==> config.mk <==
export PLATFORM = sky130hd
export DESIGN_NAME = piano_sequencer
export DESIGN_NICKNAME = d
export VERILOG_FILES = /design/src/rtl/piano_sequencer.sv
export SDC_FILE = /design/constraint.sdc
export NUM_CORES = 1
export LEC_CHECK = 0
export ABC_CLOCK_PERIOD_IN_PS = 7700
export CAP_MARGIN = 5
export CORE_ASPECT_RATIO = 1.2
export CORE_UTILIZATION = 40
export CTS_CLUSTER_SIZE = 30
export DETAILED_ROUTE_END_ITERATION = 8
export PLACE_DENSITY = 0.59
export SYNTH_ARGS = -nofsm -noshare
export SYNTH_HDL_FRONTEND = slang
export SYNTH_SLANG_ARGS = --single-unit
export TNS_END_PERCENT = 50
==> constraint.sdc <==
create_clock -name iFpgaClock -period 7.7 [get_ports iFpgaClock]
set_input_delay 0.77 -clock iFpgaClock [delete_from_list [all_inputs] [get_ports iFpgaClock]]
set_output_delay 0.77 -clock iFpgaClock [all_outputs]
set_load 0.02 [all_outputs]
==> src/rtl/piano_sequencer.sv <==
// Timed playback engine: queues {command, duration} events and issues each command
// onto the piano bus, holding for duration tempo ticks; stop flushes and silences all tracks.
module piano_sequencer #(
  parameter int FIFO_AW  = 4,
  parameter int TICK_DIV = 100000
) (
  input  logic               iFpgaClock,
  input  logic               iFpgaReset,
  input  logic               iPushValid,
  input  logic [15:0]        iPushEvent,
  output logic               oPushReady,
  input  logic               iStop,
  input  logic               iPause,
  output logic [7:0]         oPianoCommand,
  output logic               oBusy,
  output logic [FIFO_AW:0]   oFifoCount
);

  localparam int DEPTH = 1 << FIFO_AW;
  localparam int TW    = $clog2(TICK_DIV);
  localparam logic [FIFO_AW:0] FULL_COUNT = (FIFO_AW + 1)'(DEPTH);
  localparam logic [TW-1:0]    TICK_MAX   = TW'(TICK_DIV - 1);

  typedef enum logic [1:0] {
    IDLE,
    WAIT,
    SILENCE
  } seqState;

  seqState            state, stateNext;
  logic [TW-1:0]      tickCount, tickNext;
  logic [7:0]         remaining, remainingNext;
  logic [1:0]         silIdx, silIdxNext;
  logic [7:0]         pianoCmd, pianoCmdNext;
  logic [FIFO_AW-1:0] wrPtr, wrPtrNext, rdPtr, rdPtrNext;
  logic [FIFO_AW:0]   count, countNext;
  logic               pushEn, popEn;
  logic [15:0]        headEvent;
  logic [15:0]        fifoMem [DEPTH];

  assign headEvent     = fifoMem[rdPtr];
  assign oPushReady    = (count != FULL_COUNT);
  assign oFifoCount    = count;
  assign oBusy         = (state != IDLE) || (count != '0);
  assign oPianoCommand = pianoCmd;

  // Event storage has no reset; validity is tracked by the pointers and count.
  always_ff @(posedge iFpgaClock) begin
    if (pushEn) begin
      fifoMem[wrPtr] <= iPushEvent;
    end
  end

  always_ff @(posedge iFpgaClock or posedge iFpgaReset) begin
    if (iFpgaReset) begin
      state     <= IDLE;
      tickCount <= '0;
      remaining <= '0;
      silIdx    <= '0;
      pianoCmd  <= 8'h00;
      wrPtr     <= '0;
      rdPtr     <= '0;
      count     <= '0;
    end else begin
      state     <= stateNext;
      tickCount <= tickNext;
      remaining <= remainingNext;
      silIdx    <= silIdxNext;
      pianoCmd  <= pianoCmdNext;
      wrPtr     <= wrPtrNext;
      rdPtr     <= rdPtrNext;
      count     <= countNext;
    end
  end

  // Stop overrides everything, including a same-cycle push and any pending pop.
  always_comb begin
    stateNext     = state;
    tickNext      = tickCount;
    remainingNext = remaining;
    silIdxNext    = silIdx;
    pianoCmdNext  = pianoCmd;
    wrPtrNext     = wrPtr;
    rdPtrNext     = rdPtr;
    countNext     = count;
    pushEn        = 1'b0;
    popEn         = 1'b0;

    if (iStop) begin
      stateNext     = SILENCE;
      silIdxNext    = '0;
      tickNext      = '0;
      remainingNext = '0;
      wrPtrNext     = '0;
      rdPtrNext     = '0;
      countNext     = '0;
    end else begin
      pushEn = iPushValid && (count != FULL_COUNT);

      case (state)
        IDLE: begin
          if ((count != '0) && !iPause) begin
            popEn        = 1'b1;
            pianoCmdNext = headEvent[15:8];
            if (headEvent[7:0] != 8'd0) begin
              stateNext     = WAIT;
              remainingNext = headEvent[7:0];
              tickNext      = '0;
            end
          end
        end
        WAIT: begin
          if (!iPause) begin
            if (tickCount == TICK_MAX) begin
              tickNext      = '0;
              remainingNext = remaining - 8'd1;
              if (remaining == 8'd1) begin
                stateNext = IDLE;
              end
            end else begin
              tickNext = tickCount + 1'b1;
            end
          end
        end
        SILENCE: begin
          pianoCmdNext = {silIdx, 6'b000000};
          if (silIdx == 2'd3) begin
            stateNext = IDLE;
          end else begin
            silIdxNext = silIdx + 2'd1;
          end
        end
        default: stateNext = IDLE;
      endcase

      if (pushEn) begin
        wrPtrNext = wrPtr + 1'b1;
      end
      if (popEn) begin
        rdPtrNext = rdPtr + 1'b1;
      end
      case ({pushEn, popEn})
        2'b10:   countNext = count + 1'b1;
        2'b01:   countNext = count - 1'b1;
        default: countNext = count;
      endcase
    end
  end

endmodule

[Word level (Yosys, flattened, before mapping)]
Memory sizes are Yosys's and may differ from the RTL's.
Cells that the tools add are included.
Word-level totals
  bits in registers: 50
  RAM bits: 256
  bits of input ports: 21
  output and inout bits: 15
  logic and storage cells: 89
  memories: 1
Memories
  fifoMem: words 16, bits a word 16, rd ports 1, clocked after memory_dff 0, wr ports 1, RTL line 39  | logic [15:0] fifoMem [DEPTH];
Cells by class
  add/sub/neg operators: 7
  equality and inequality tests: 16
  muxes and demuxes: 37
  bitwise gates (word level): 1
  reductions and logical operators: 19
Operators with widths (number)
  17-bit 2-to-1 mux: 5
  8-bit 2-to-1 mux: 6
  17-bit case mux with 2 select lines: 1
  8-bit case mux with 2 select lines: 2
  2-bit 2-to-1 mux: 10
  3-bit != test (second input constant): 6
  17-bit by 1-bit adder with 17-bit output (second input constant): 1
  17-bit == test (second input constant): 1
  4-bit 2-to-1 mux: 4
  5-bit case mux with 2 select lines: 1
  2-bit nonzero test: 5
  4-bit by 1-bit adder with 4-bit output (second input constant): 2
  8-bit by 1-bit == test with 1-bit output (second input constant): 1
  8-bit nonzero test: 1
  8-bit by 1-bit subtractor with 8-bit output (second input constant): 1
  2-bit == test (second input constant): 3
  1-bit 2-to-1 mux: 6
  2-bit case mux with 3 select lines: 1
  6-bit AND reduction: 1
  3-bit nonzero test: 2
  5-bit by 1-bit adder with 5-bit output (second input constant): 1
  5-bit 2-to-1 mux: 1
  5-bit != test (second input constant): 1
  5-bit AND reduction: 1
  13 further kinds: 16

[Depth between registers and ports, before layout]
Gate-level depths: netlist of the first run.
  word-level depth: 8
  gate-level depth with buffers: 12
  gate-level depth less buffers: 9

[Worst setup path before layout of the first run]
OpenSTA, ideal clock, no wires.
  path kind: input to register
  from: input iPause
  to: register count[4] (netlist: oFifoCount[4])
  library setup time: 132 ps
  data arrival time: 2886 ps
  data required time: 7568 ps
  setup slack: 4682 ps
  stages: 8
  buffers on the path: 0
  cell sequence: a2111oi_1 -> nand2_1 -> xnor2_1 -> ha_1 -> o31a_1 -> o32ai_1 -> xnor2_1 -> nor2_1
Between the ends
  cells in the longest elaborated chain, start to end: 8
  elaborated cells on any way between the ends: 10
  classes of those cells: eq/ne: 2; mux: 5; reduce/logical: 3
RTL lines
  from (decl): RTL line 13  | input logic iPause,
  1-bit logical NOT (*)
  1-bit logical AND (*): RTL line 102  | if ((count != '0) && !iPause) begin
  1-bit 2-to-1 mux (*): RTL line 102
  1-bit 2-to-1 mux (*): RTL line 100  | case (state)
  1-bit 2-to-1 mux (*): RTL line 89  | if (iStop) begin
  2-bit by 1-bit == test with 1-bit output / 2-bit == test (equally long branches): RTL line 142  | case ({pushEn, popEn})
  5-bit case mux with 2 select lines: RTL line 142
  5-bit 2-to-1 mux: RTL line 89
  to (signal assigned): RTL line 72  | count <= countNext;
  to (decl): RTL line 36  | logic [FIFO_AW:0] count, countNext;
Every way passes the cells marked *; elsewhere a longest branch is shown, timed or not. The select of a mux whose other input is x is not followed.
A chain may end at the register's enable or synchronous reset.

[Final worst setup path of the first run]
  from: register rdPtr[0]
  to: register tickCount[10]
Between the ends
  cells in the longest elaborated chain, start to end: 4
RTL lines
  from (decl): RTL line 35  | logic [FIFO_AW-1:0] wrPtr, wrPtrNext, rdPtr, rdPtrNext;
  from (signal assigned): RTL line 71  | rdPtr <= rdPtrNext;
  memory 16 x 16 bit
  8-bit nonzero test: RTL line 105  | if (headEvent[7:0] != 8'd0) begin
  3-bit != test (no line)
  4-bit AND reduction (no line)
  to (signal assigned): RTL line 66  | tickCount <= tickNext;
  to (decl): RTL line 31  | logic [TW-1:0] tickCount, tickNext;
Every way passes these cells.

==> out/metrics.cfg, run 1 <==
[floorplan]
core_region_area_sq_um = 30700
die_area_sq_um = 32300
rows = 70
dieWidth_um = 164
fp.dieH_um = 197
io_pins = 36
initial_utilization_pct = 41.1

[finish]
syn_to_final_growth_pct = 14.7
diodes = 0
layout-drive-gt1-share_pct = 20.0
final_cell_mix = edfxtp_1, mux4_2, nand2_1
stdcell_area_sq_um = 14500
num-nets-final = 823
post-route-util_pct = 47.1
final_common_cell = edfxtp_1

[outcome]
status = finished, final reports clean

[synthesis]
ys.flop_type = edfxtp_1
netlist_area_sq_um = 12600
yosysSeqAreaShare_pct = 70.8
synthArstFlopShare_pct = 16.3
synth_xor_area_share_pct = 0.763
synthCells = 736
synth_top_family_by_area = multiplexers
synth_compound_area_share_pct = 5.75
muxShareOfSynthArea_pct = 13.3
yosys.area_share.simple_pct = 6.69
synth_warnings = 0
avgSynthCellArea_sq_um = 17.2
synthDistinctLibCells = 56
synthAdderAreaFrac_pct = 1.09
synth_edf_count = 256
synth_nets = 768
ys_seq_elements = 306

[grt]
overflow = 0
antenna_found_initial = 0
grt_first_pass_wirelength_um = 42700
track_usage_pct = 17.8
grt_max_degree = 51
grt_pass1_vias = 7133

[critical_path]
cp-end-kind = flop
worstPathRequired_ns = 8.15
cp-start-kind = flop
crit_path_max_fanout = 44
r2r_end = tickCount[10]$_DFFE_PP0P_
critPathKind = reg2reg
critPathArrivalTime_ns = 4.34
rr_worst_depth = 8
reg2reg_slack_ns = 3.81
timing.rr.start = rdPtr[0]$_DFFE_PP0P_

[power]
power_frac_clock_pct = 40.6
p_int_uw = 2750
p_leak_uw = 0.00475
sw_frac_of_total_pct = 21.3
power_switching_uw = 747
pwr-share-seq_pct = 53.0
power.density_nw_per_um2 = 242
p_comb_share_pct = 6.3
peakVddDrop_v = 0.000162

[placement]
hpwlAfterDp_um = 16200
numPortBuffers = 35
placed_area_sq_um = 13500
place.gp.congestion = 0.870

[timing]
final_hold_viol_count = 0
setup_tns_ns = 0
fin_skew_ns = 0.0110
rsz0062_at_grt = no
maxSlewHeadroom_pct = 25.4
finalSetupViolCount = 0
timing.fmax_ghz = 0.257
final_max_slew_viol_count = 0
period_needed_ns = 3.89
tightest_slew_ns = 1.12
finalCritPeriodShare_pct = 50.5

[clock_tree]
ctsResizeCount = 0
clkTransAtPathRegs_ns = 0.06
root_buffer = clkbuf_16
post-cts-setup-buffers = 0
cts_tree = built
numCtsBuffers = 30
insertion_delay_ns = 0.55
h-tree-depth = 1
hold_buffers = 0
cts_sinks = 306
clockBufferDepth = 3

[drt]
dr.pass1.iters = 5
via_per_inst = 5.62
vias = 6796
drc = 0
drt-initial-drc-count = 613
drt_wl_total_um = 27300
drt-wirelength-per-cell_um = 22.6
ant_nets = 0

[hold_path]
hp-class = reg2reg
worstHoldEndpoint = oPianoCommand[7]$_DFFE_PP0P_
hold_path_depth = 2
hold_start = oPianoCommand[7]$_DFFE_PP0P_

[run]
cap_violations = 0

## metal layers
layer / global-route usage [%] / vias up / routed length [um]
li1: - / 3050 / -
met2: 29.6 / 159 / 13800
met1: 24.0 / 3551 / 11700
met4: 4.87 / 0 / 575
met3: 2.99 / 36 / 1280
met5: 0 / - / 0
## critical path, cell delays in order, from the launching register on
cell	delay, ns
dfrtp_4	0.80
buf_4	0.75
mux4_2	0.59
mux2i_1	0.24
and3b_1	0.22
o21ai_2	0.11
o31ai_4	0.70
o21ai_0	0.22
o31ai_1	0.10
## power by group through the flow
| stage | sequential, uW | combinational [uW] | clock, uW |
|---|---|---|---|
| 6_report | 1860 | 222 | 1420 |
| 5_1_grt | 1860 | 246 | 1520 |
| 4_1_cts | 1860 | 225 | 1450 |
| 3_5_place_dp | 1890 | 224 | 0 |
| 3_3_place_gp | 1890 | 217 | 0 |
| 2_1_floorplan | 1890 | 140 | 0 |
## per-stage QoR
step                total power [uW]  cells  hold WS [ns]  worst slack [ns]
global route                    3630   1209         0.507              3.39
floorplan                       2030    736         0.445              4.68
global placement                2110   1155         0.465              3.78
finish                          3500   1209         0.475              3.81
CTS                             3540   1209         0.485              3.73
detailed placement              2120   1155         0.470              3.61
## worst max-delay path by stage
stage | end | startpoint
2_1_floorplan | oFifoCount[4]$_DFFE_PP0P_ | iPause
3_3_place_gp | tickCount[3]$_DFFE_PP0P_ | iStop
3_5_place_dp | tickCount[10]$_DFFE_PP0P_ | iStop
4_1_cts | tickCount[10]$_DFFE_PP0P_ | rdPtr[0]$_DFFE_PP0P_
5_1_grt | tickCount[14]$_DFFE_PP0P_ | rdPtr[0]$_DFFE_PP0P_
6_report | tickCount[10]$_DFFE_PP0P_ | rdPtr[0]$_DFFE_PP0P_
## area by class of cell
class,instances,area [sq um]
clock buffers,37,798
multi-input cells,387,3540
inverters,10,37.5
repair buffers,56,508
well taps,396,495
fillers,2557,16300
flip-flops and latches,306,8940
clock inverters,17,159
## cell usage after synthesis, types with 4 or more instances
library cell	instances	area (sq um)
edfxtp_1	256	7690
mux4_2	64	1440
nand2_1	54	203
dfrtp_1	50	1250
nor2_1	50	188
o21ai_0	26	130
clkbuf_1	19	71.3
nand3_1	18	90.1
o31ai_1	16	120
a21oi_1	13	65.1
nor3_1	13	65.1
ha_1	11	138
inv_1	10	37.5
mux2_2	9	101
mux2i_1	9	90.1
nand2b_1	9	56.3
a22oi_1	7	52.6
a32o_1	6	60.1
buf_2	6	30.0
xor2_1	6	52.6
a31oi_1	5	31.3
nand4_1	5	31.3
o21ai_2	5	43.8
o22ai_1	5	31.3
xnor2_1	5	43.8
a22o_1	4	35.0
and3_1	4	25.0
nor4_1	4	25.0
## sequential cells by signal (all words and copies together) (netlist names)
| signal | flops |
|---|---|
| rdPtr | 4 |
| tickCount | 17 |
| wrPtr | 4 |
| oPianoCommand | 8 |
| fifoMem | 256 |
| silIdx | 2 |
| state | 2 |
| oFifoCount | 5 |
| remaining | 8 |
## cell families after synthesis
family                   count (synthesis)
AO/OA/AOI/OAI                          104
XOR/XNOR                                11
adder cells (fa/ha/maj)                 11
buffers and inverters                   43
flip-flops                             306
multiplexers                            84
AND/OR/NAND/NOR                        177
No activity file was read; power rests on OpenSTA's default activity.
==> run 2, diff against run 1 <==
--- a/config.mk
+++ b/config.mk
@@ -5,7 +5,7 @@
 export SDC_FILE = /design/constraint.sdc
 export NUM_CORES = 1
 export LEC_CHECK = 0
-export ABC_CLOCK_PERIOD_IN_PS = 7700
+export ABC_CLOCK_PERIOD_IN_PS = 3790
 export CAP_MARGIN = 5
 export CORE_ASPECT_RATIO = 1.2
 export CORE_UTILIZATION = 40
==> constraint.sdc (replaced) <==
create_clock -name iFpgaClock -period 3.79 [get_ports iFpgaClock]
set_input_delay 0.379 -clock iFpgaClock [delete_from_list [all_inputs] [get_ports iFpgaClock]]
set_output_delay 0.379 -clock iFpgaClock [all_outputs]
set_load 0.02 [all_outputs]
==> run 2 against run 1 <==
  * Sequential power increased by 100%
  * Register-to-register slack got worse by 3.4 ns
  * Non-clock buffer count increased by 14
  * Setup slack got worse by 3.4 ns
  * Clock skew increased by 0.0093 ns
  * Total power increased by 100%
  * Critical path type unchanged
  * Critical endpoint is now tickCount[14]$_DFFE_PP0P_
  * Largest power group unchanged
==> out/metrics.cfg, run 2 (same netlist as run 1, synthesis figures left out) <==
[outcome]
status = finished, final reports clean

[critical_path]
reg2reg_slack_ns = 0.44
timing.rr.start = rdPtr[1]$_DFFE_PP0P_
cp-end-kind = flop
worstPathRequired_ns = 4.26
critPathKind = reg2reg
rr_worst_depth = 6
crit_path_max_fanout = 34
cp-start-kind = flop
critPathArrivalTime_ns = 3.82
r2r_end = tickCount[14]$_DFFE_PP0P_

[finish]
multiInputGateArea_sq_um = 3540
layout-drive-gt1-share_pct = 22.1
syn_to_final_growth_pct = 15.8
fillers = 2506
final_common_cell = edfxtp_1
num-nets-final = 837
top_register = fifoMem
final_cells = 1225
final_cell_mix = edfxtp_1, mux4_2, nand2_1
regArea_sq_um = 8940
post-route-util_pct = 47.6
largest_reg_flops = 256
reg_top3 = fifoMem x256, tickCount x17
stdcell_area_sq_um = 14600

[timing]
rsz0062_at_grt = no
finalSetupViolCount = 0
final_max_slew_viol_count = 0
timing.fmax_ghz = 0.299
maxSlewHeadroom_pct = 43.5
finalCritPeriodShare_pct = 88.4
period_needed_ns = 3.35
setup_tns_ns = 0
tightest_slew_ns = 0.847
fin_skew_ns = 0.0203
final_hold_viol_count = 0

[power]
power.density_nw_per_um2 = 489
peakVddDrop_v = 0.000379
p_leak_uw = 0.00485

[clock_tree]
ctsResizeCount = 0
insertion_delay_ns = 0.57
post-cts-setup-buffers = 0
root_buffer = clkbuf_16
cts_sinks = 306
hold_buffers = 0
cts_tree = built
h-tree-depth = 1
clkTransAtPathRegs_ns = 0.06
numCtsBuffers = 30
clockBufferDepth = 3

[drt]
ant_nets = 0
drc = 0
drt_wl_total_um = 28300
via_per_inst = 5.68
dr.pass1.iters = 5
vias = 6959
drt-wirelength-per-cell_um = 23.1
drt-initial-drc-count = 641

[hold_path]
hp-class = in2async

[floorplan]
fp.dieH_um = 197
core_region_area_sq_um = 30700
dieWidth_um = 164
rows = 70
die_area_sq_um = 32300
initial_utilization_pct = 41.1
io_pins = 36

[run]
cap_violations = 0

[placement]
numPortBuffers = 35
place.gp.congestion = 0.808
hpwlAfterDp_um = 17300
placed_cells = 1169
placed_area_sq_um = 13700

[grt]
antenna_found_initial = 2
grt_max_degree = 40
track_usage_pct = 18.3
overflow = 0
grt_first_pass_wirelength_um = 43600
grt_pass1_vias = 7141

==> run 2: changes by cell type in the layout (fill, tap and decap cells not counted), sizes merged <==
cell | previous run | this run
diode | 0 | 1
clkinv | 13 | 17
inv | 10 | 11
clkbuf | 37 | 33
buf | 21 | 35
==> run 2: per-stage QoR <==
step / setup slack [ns] / total power (uW) / hold slack [ns]
final: 0.441 / 7150 / 0.304
after global routing: 0.300 / 7410 / 0.381
after CTS: 0.381 / 7220 / 0.323
after detailed placement: 0.426 / 4320 / 0.480
after global placement: 0.552 / 4290 / 0.467
after floorplan: 0.832 / 4120 / 0.445
==> run 2: layout make-up <==
class / count / share of cell area, %
multi-input combinational: 387 / 24.2
antenna: 1 / 0.0171
tap: 396 / 3.39
sequential: 306 / 61.1
timing repair buffer: 70 / 4.45
clock inverter: 22 / 1.36
clock buffer: 33 / 5.21
inverter: 10 / 0.257
==> run 2: worst max path at each step <==
stage,to,startpoint,slack (ns),depth (start not counted)
detailed placement,tickCount[14]$_DFFE_PP0P_,rdPtr[1]$_DFFE_PP0P_,0.43,6
global placement,tickCount[1]$_DFFE_PP0P_,rdPtr[1]$_DFFE_PP0P_,0.55,7
floorplan,oFifoCount[4]$_DFFE_PP0P_,oFifoCount[1]$_DFFE_PP0P_,0.83,9
global route,tickCount[10]$_DFFE_PP0P_,rdPtr[0]$_DFFE_PP0P_,0.30,6
finish,tickCount[14]$_DFFE_PP0P_,rdPtr[1]$_DFFE_PP0P_,0.44,6
CTS,tickCount[14]$_DFFE_PP0P_,rdPtr[1]$_DFFE_PP0P_,0.38,6
==> run 2: metal layers <==
layer	up-vias	track usage, %	routed length [um]
li1	3076	-	-
met1	3627	24.7	11900
met2	214	30.5	14400
met3	40	2.90	1510
met4	2	4.90	485
met5	-	0	13
==> run 2: where the power goes <==
group	leakage, uW	switching (uW)	total [uW]	internal (uW)
Combinational	0.00140	267	476	208
Clock	0.000477	1250	2910	1650
Sequential	0.00298	62.0	3770	3710
Total	0.00485	1580	7150	5570
==> run 2: worst max-delay path, cell delays in order, from the launching register on <==
cell	delay, ns
dfrtp_2	0.91
mux4_2	0.40
mux4_2	0.50
or3_4	0.38
o31ai_4	0.68
o21ai_0	0.24
o31ai_1	0.11
==> run 3, diff against run 2 <==
--- a/config.mk
+++ b/config.mk
@@ -15,4 +15,4 @@
 export SYNTH_ARGS = -nofsm -noshare
 export SYNTH_HDL_FRONTEND = slang
 export SYNTH_SLANG_ARGS = --single-unit
-export TNS_END_PERCENT = 50
+export TNS_END_PERCENT = 30
==> results of run 3 <==
Same layout as run 2: the final DEF is identical, and so are final timing and power.
